## src/rtl/hazard_forward_ctrl_pkg.sv

```systemverilog
// Shared encodings for the hazard/forwarding unit: forward-select codes,
// FSM state encoding and the hardwired-zero register address.
package hazard_pkg;

  localparam logic [1:0] FWD_RF  = 2'b00;  // operand from register file
  localparam logic [1:0] FWD_MEM = 2'b01;  // ALU result sitting in EX/MEM
  localparam logic [1:0] FWD_WB  = 2'b10;  // result sitting in MEM/WB

  localparam int ZERO_ADDR = 0;

  typedef enum logic {
    ST_IDLE       = 1'b0,
    ST_LOAD_STALL = 1'b1
  } state_t;

endpackage

```

## src/rtl/hazard_forward_ctrl_fwd_compare.sv

```systemverilog
// Per-operand hit detection and forward-source priority (EX over MEM).
// A load hitting in EX cannot forward; it is reported via o_hit_ex so the
// top level can raise the load-use stall.
module fwd_compare
  import hazard_pkg::*;
#(
  parameter int ADDR_W = 5
) (
  input  logic [ADDR_W-1:0] i_rs,
  input  logic              i_rs_used,
  input  logic [ADDR_W-1:0] i_ex_rd,
  input  logic              i_ex_reg_write,
  input  logic              i_ex_mem_read,
  input  logic [ADDR_W-1:0] i_mem_rd,
  input  logic              i_mem_reg_write,
  output logic              o_hit_ex,
  output logic [1:0]        o_sel
);

  logic w_live;
  logic w_hit_mem;

  assign w_live    = i_rs_used && (i_rs != ADDR_W'(ZERO_ADDR));
  assign o_hit_ex  = w_live && i_ex_reg_write && (i_ex_rd == i_rs);
  assign w_hit_mem = w_live && i_mem_reg_write && (i_mem_rd == i_rs);

  // Pick the youngest producer; a load in EX has no data yet, so fall to MEM.
  always_comb begin
    o_sel = FWD_RF;
    if (o_hit_ex && !i_ex_mem_read) begin
      o_sel = FWD_MEM;
    end else if (w_hit_mem) begin
      o_sel = FWD_WB;
    end
  end

endmodule

```

## src/rtl/hazard_forward_ctrl.sv

```systemverilog
// Hazard unit beside ID/EX: registered operand forward selects, load-use
// stall/bubble generation, data-memory freeze and flush abort.
// Optional feature macro: HAZARD_PERF_EN adds saturating counters of
// bubble cycles (load_stall_cnt) and freeze cycles (freeze_cnt).
module hazard_forward_ctrl
  import hazard_pkg::*;
#(
  parameter int ADDR_W   = 5,
  parameter int NUM_SRC  = 2,
  parameter int LOAD_LAT = 1,
  parameter int CNT_W    = 16
) (
  input  logic                      clk,
  input  logic                      rst,
  input  logic [NUM_SRC*ADDR_W-1:0] id_rs,
  input  logic [NUM_SRC-1:0]        id_rs_used,
  input  logic [ADDR_W-1:0]         ex_rd,
  input  logic                      ex_reg_write,
  input  logic                      ex_mem_read,
  input  logic [ADDR_W-1:0]         mem_rd,
  input  logic                      mem_reg_write,
  input  logic                      flush,
  input  logic                      dmem_busy,
  output logic [NUM_SRC*2-1:0]      fwd_sel,
  output logic                      stall,
  output logic                      bubble,
  output logic                      freeze
`ifdef HAZARD_PERF_EN
  ,
  output logic [CNT_W-1:0]          load_stall_cnt,
  output logic [CNT_W-1:0]          freeze_cnt
`endif
);

  state_t                 r_state;
  logic [1:0]             r_cnt;
  logic [NUM_SRC*2-1:0]   r_fwd_sel;
  logic [NUM_SRC-1:0]     w_hit_ex;
  logic [NUM_SRC*2-1:0]   w_next_sel;
  logic                   w_load_use;
  logic                   w_stall;

  for (genvar g = 0; g < NUM_SRC; g++) begin : g_cmp
    fwd_compare #(.ADDR_W(ADDR_W)) u_cmp (
      .i_rs            (id_rs[g*ADDR_W +: ADDR_W]),
      .i_rs_used       (id_rs_used[g]),
      .i_ex_rd         (ex_rd),
      .i_ex_reg_write  (ex_reg_write),
      .i_ex_mem_read   (ex_mem_read),
      .i_mem_rd        (mem_rd),
      .i_mem_reg_write (mem_reg_write),
      .o_hit_ex        (w_hit_ex[g]),
      .o_sel           (w_next_sel[g*2 +: 2])
    );
  end

  assign w_load_use = ex_mem_read && (|w_hit_ex);

  // Stall is combinational so the first bubble lands in the detection cycle;
  // freeze, flush and reset all suppress it.
  always_comb begin
    w_stall = 1'b0;
    if (!rst && !dmem_busy && !flush) begin
      if (r_state == ST_LOAD_STALL && r_cnt != 2'd0) begin
        w_stall = 1'b1;
      end else begin
        w_stall = w_load_use;
      end
    end
  end

  assign stall   = w_stall;
  assign bubble  = w_stall;
  assign freeze  = dmem_busy;
  assign fwd_sel = r_fwd_sel;

  // FSM, remaining-bubble counter and forward selects; everything holds on freeze.
  // LOAD_STALL with cnt==0 behaves like IDLE so a persisting hazard re-stalls.
  always_ff @(posedge clk) begin
    if (rst) begin
      r_state   <= ST_IDLE;
      r_cnt     <= 2'd0;
      r_fwd_sel <= '0;
    end else if (!dmem_busy) begin
      if (flush) begin
        r_state   <= ST_IDLE;
        r_cnt     <= 2'd0;
        r_fwd_sel <= '0;
      end else if (r_state == ST_LOAD_STALL && r_cnt != 2'd0) begin
        r_cnt     <= r_cnt - 2'd1;
        r_fwd_sel <= '0;
      end else if (w_load_use) begin
        r_state   <= ST_LOAD_STALL;
        r_cnt     <= 2'(LOAD_LAT - 1);
        r_fwd_sel <= '0;
      end else begin
        r_state   <= ST_IDLE;
        r_cnt     <= 2'd0;
        r_fwd_sel <= w_next_sel;
      end
    end
  end

`ifdef HAZARD_PERF_EN
  logic [CNT_W-1:0] r_load_stall_cnt;
  logic [CNT_W-1:0] r_freeze_cnt;

  // Saturating event counters for bubble and freeze cycles.
  always_ff @(posedge clk) begin
    if (rst) begin
      r_load_stall_cnt <= '0;
      r_freeze_cnt     <= '0;
    end else begin
      if (w_stall && (r_load_stall_cnt != '1)) begin
        r_load_stall_cnt <= r_load_stall_cnt + 1'b1;
      end
      if (dmem_busy && (r_freeze_cnt != '1)) begin
        r_freeze_cnt <= r_freeze_cnt + 1'b1;
      end
    end
  end

  assign load_stall_cnt = r_load_stall_cnt;
  assign freeze_cnt     = r_freeze_cnt;
`endif

endmodule
```

## config.mk

```make
export PLATFORM = sky130hd
export DESIGN_NAME = hazard_forward_ctrl
export DESIGN_NICKNAME = d
export VERILOG_FILES = /design/src/rtl/hazard_forward_ctrl_pkg.sv /design/src/rtl/hazard_forward_ctrl_fwd_compare.sv /design/src/rtl/hazard_forward_ctrl.sv
export SDC_FILE = /design/constraint.sdc
export NUM_CORES = 1
export LEC_CHECK = 0
export BUFFER_PORTS_ARGS = -buffer_cell sky130_fd_sc_hd__buf_2
export CORE_MARGIN = 8
export CORE_UTILIZATION = 40
export CTS_BUF_LIST = sky130_fd_sc_hd__clkbuf_4
export DETAILED_ROUTE_END_ITERATION = 16
export GPL_TIMING_DRIVEN = 1
export PLACE_DENSITY = 0.77
export SETUP_SLACK_MARGIN = 0.4
export SLEW_MARGIN = 5
export SYNTH_ARGS = -nofsm -noshare
export SYNTH_HDL_FRONTEND = slang
export SYNTH_SLANG_ARGS = --single-unit
export TNS_END_PERCENT = 5
```

## constraint.sdc

```tcl
create_clock -name clk -period 1.65 [get_ports clk]
set_input_delay 0.2475 -clock clk [delete_from_list [all_inputs] [get_ports clk]]
set_output_delay 0.2475 -clock clk [all_outputs]
set_load 0.02 [all_outputs]
```

==> run summary <==
initial core utilization -> 42.4%
clk slew on worst S/H paths -> 50 ps
crit path buf inv count -> 2
crit-path leading delay family -> simple AND/OR/NAND/NOR gates
Tightest Pin Transition -> 371 ps
Synth Register Bits -> 7
setup total negative slack -> -438 ps
mapped cell area -> 632 um^2
final setup vio count -> 2
Critical Path RT -> 1400 ps
sequential share of the synthesized area -> 22.2%
die area -> 3110 um^2
yosys warns -> 0
Avg WL per Cell -> 16.2 um
CP max stage cell -> or4_4
# IOs -> 36
fraction of layout cells with a size suffix above 1 -> 56.5%
Final Non-Filler Cells -> 147
number of distinct library cells after synthesis -> 28
final max-slew violation count -> 0
crit end category -> primary output
commonest non-fill, non-tap cell in the layout -> buf_2
ordered cell list for the critical path -> buf_8, or4_4, nor2_4, nor4bb_4, o21a_1, o21a_2, buf_6
post-layout util -> 74.2%
RSZ-0062 raised after global routing -> yes
vias in the first global route -> 896
routing usage on met1 -> 13.7%
Buffers on Ports -> 35
Vias -> 794
crit-path max FO -> 2
H-tree depth -> 1
delay of the slowest critical-path stage -> 530 ps
grt total ovfl -> 0
commonest non-fill, non-tap cells in the layout -> 29 x buf_2, 15 x buf_4, 12 x xnor2_1, 8 x xor2_1, 7 x buf_6
WS Path Type -> primary input to primary output
drt drc -> 0
pwr dens -> 479 nW/um^2
failing checks -> setup timing
row cnt -> 14
Setup WS post-layout -> -219 ps
Max Root-Sink Buffers -> 2
diode count -> 0
final wirelength -> 2380 um
leakage power -> 0.470 nW
crit path time final -> 1870 ps
Mapped Cells -> 78
final total power -> 529 uW
Place WS -> -239 ps
initial antenna violation count -> 0
Mean Syn Cell Area -> 8.10 um^2
Layout area overhead -> 74.9%
vias per cell -> 5.40
Hold Vio Cnt, Final -> 0
NumNets Final -> 162
first-pass GRT wire length -> 3900 um
die height -> 55.7 um
final worst clock skew -> 1.78 ps
Antenna Nets Post-Route -> 0
Hold WC Path Type -> primary input to flip-flop
CTS tree -> done
dpl hpwl -> 1730 um
core area -> 1490 um^2
GRT Util Overall -> 15.3%
f_max -> 0.535 GHz
MaxCap Viol Count -> 0
first-pass iteration count of the detailed router -> 4
Inst Count DP -> 138
met2 Use GR -> 26.9%
CTS Buf Count -> 3
status -> finished with violations
slew margin rel. -> 75.1%
CTS Root Cell -> clkbuf_4
CP arrival -> 1620 ps
clk sinks -> 7
DRT iter0 DRCs -> 7
Startpoint Class -> primary input
largest net degree at the start of global routing -> 12
Clk Latency, worst-skew pair -> 250 ps
Synthesized Nets -> 108
GPL Wtd Cong -> 0.835
fin crit share -> 113%
met3 Track Usage GR -> 6.16%
Die W -> 55.7 um
busiest grt layer -> met2
maximum vdd ir drop -> 0.290 mV
# hold bufs at CTS -> 0
## metrics by stage
step           hold WS (ps)  area (um^2)
5_1_grt                 251         1100
6_report                249         1100
3_3_place_gp            437          900
4_1_cts                 234         1060
3_5_place_dp            436          900
2_1_floorplan           320          633
## cells by family (layout without fill, tap and decap cells)
group | after synthesis | after routing | synth area share [%]
compound gates | 12 | 12 | 13.5
buf+inv | 6 | 59 | 4.75
xor+xnor | 20 | 20 | 27.7
simple gates | 32 | 32 | 29.9
flops | 7 | 7 | 22.2
fa+ha+maj | 1 | 1 | 1.98
## Yosys cell counts (all sizes together)
| library cell | instances | share of area, % |
|---|---|---|
| a21oi | 2 | 1.6 |
| a22oi | 2 | 2.4 |
| a32o | 1 | 1.6 |
| buf | 2 | 2.4 |
| clkbuf | 1 | 0.59 |
| dfxtp | 7 | 22 |
| ha | 1 | 2.0 |
| inv | 3 | 1.8 |
| nand2 | 4 | 2.8 |
| nand2b | 2 | 2.0 |
| nand3 | 4 | 4.0 |
| nand4 | 2 | 2.0 |
| nor2 | 8 | 5.9 |
| nor2b | 2 | 2.0 |
| nor3 | 1 | 0.79 |
| nor4 | 6 | 5.9 |
| nor4bb | 1 | 1.6 |
| o21a | 2 | 2.4 |
| o21ai | 1 | 0.79 |
| o21bai | 1 | 1.2 |
| o31ai | 3 | 3.6 |
| or4 | 2 | 3.0 |
| xnor2 | 12 | 17 |
| xor2 | 8 | 11 |
## power by group
group          switching (mW)  internal (mW)
sequential           0.000147          0.170
clock                  0.0629          0.109
combinational          0.0909         0.0968
## final cells by class
| type | instances | area [um^2] |
|---|---|---|
| Fill cell | 112 | 384 |
| Tap cell | 16 | 20.0 |
| Clock buffer | 4 | 30.0 |
| Multi-Input combinational cell | 65 | 551 |
| Sequential cell | 7 | 141 |
| Inverter | 3 | 11.3 |
| Timing Repair Buffer | 52 | 352 |
## repair_timing
item / in CTS / in global routing
buffers inserted: 4 / 1
setup endpoints to repair: 8 / 9
gates resized for setup: 21 / 7
gates cloned: 0 / 0
pin swaps: 14 / 7
## routing by layer
layer | wire [um] | vias up
met4 | 91 | 0
met3 | 192 | 11
met5 | 0 | -
li1 | - | 383
met1 | 865 | 356
met2 | 1230 | 44
## state kept, by name, summed over array words and instances (netlist names)
name and count:
fwd_sel 4, r_cnt 2, r_state 1
## worst paths after layout
| kind | from | to | slack (ps) | cells after the start |
|---|---|---|---|---|
| max reg2reg | r_cnt[0] | fwd_sel[2] | 400 | 6 |
| min reg2reg | fwd_sel[3] | fwd_sel[3] | 460 | 2 |
| max | id_rs[9] | bubble | -220 | 7 |
| min | rst | fwd_sel[0] | 250 | 2 |
(Power assumes the default switching activity.)
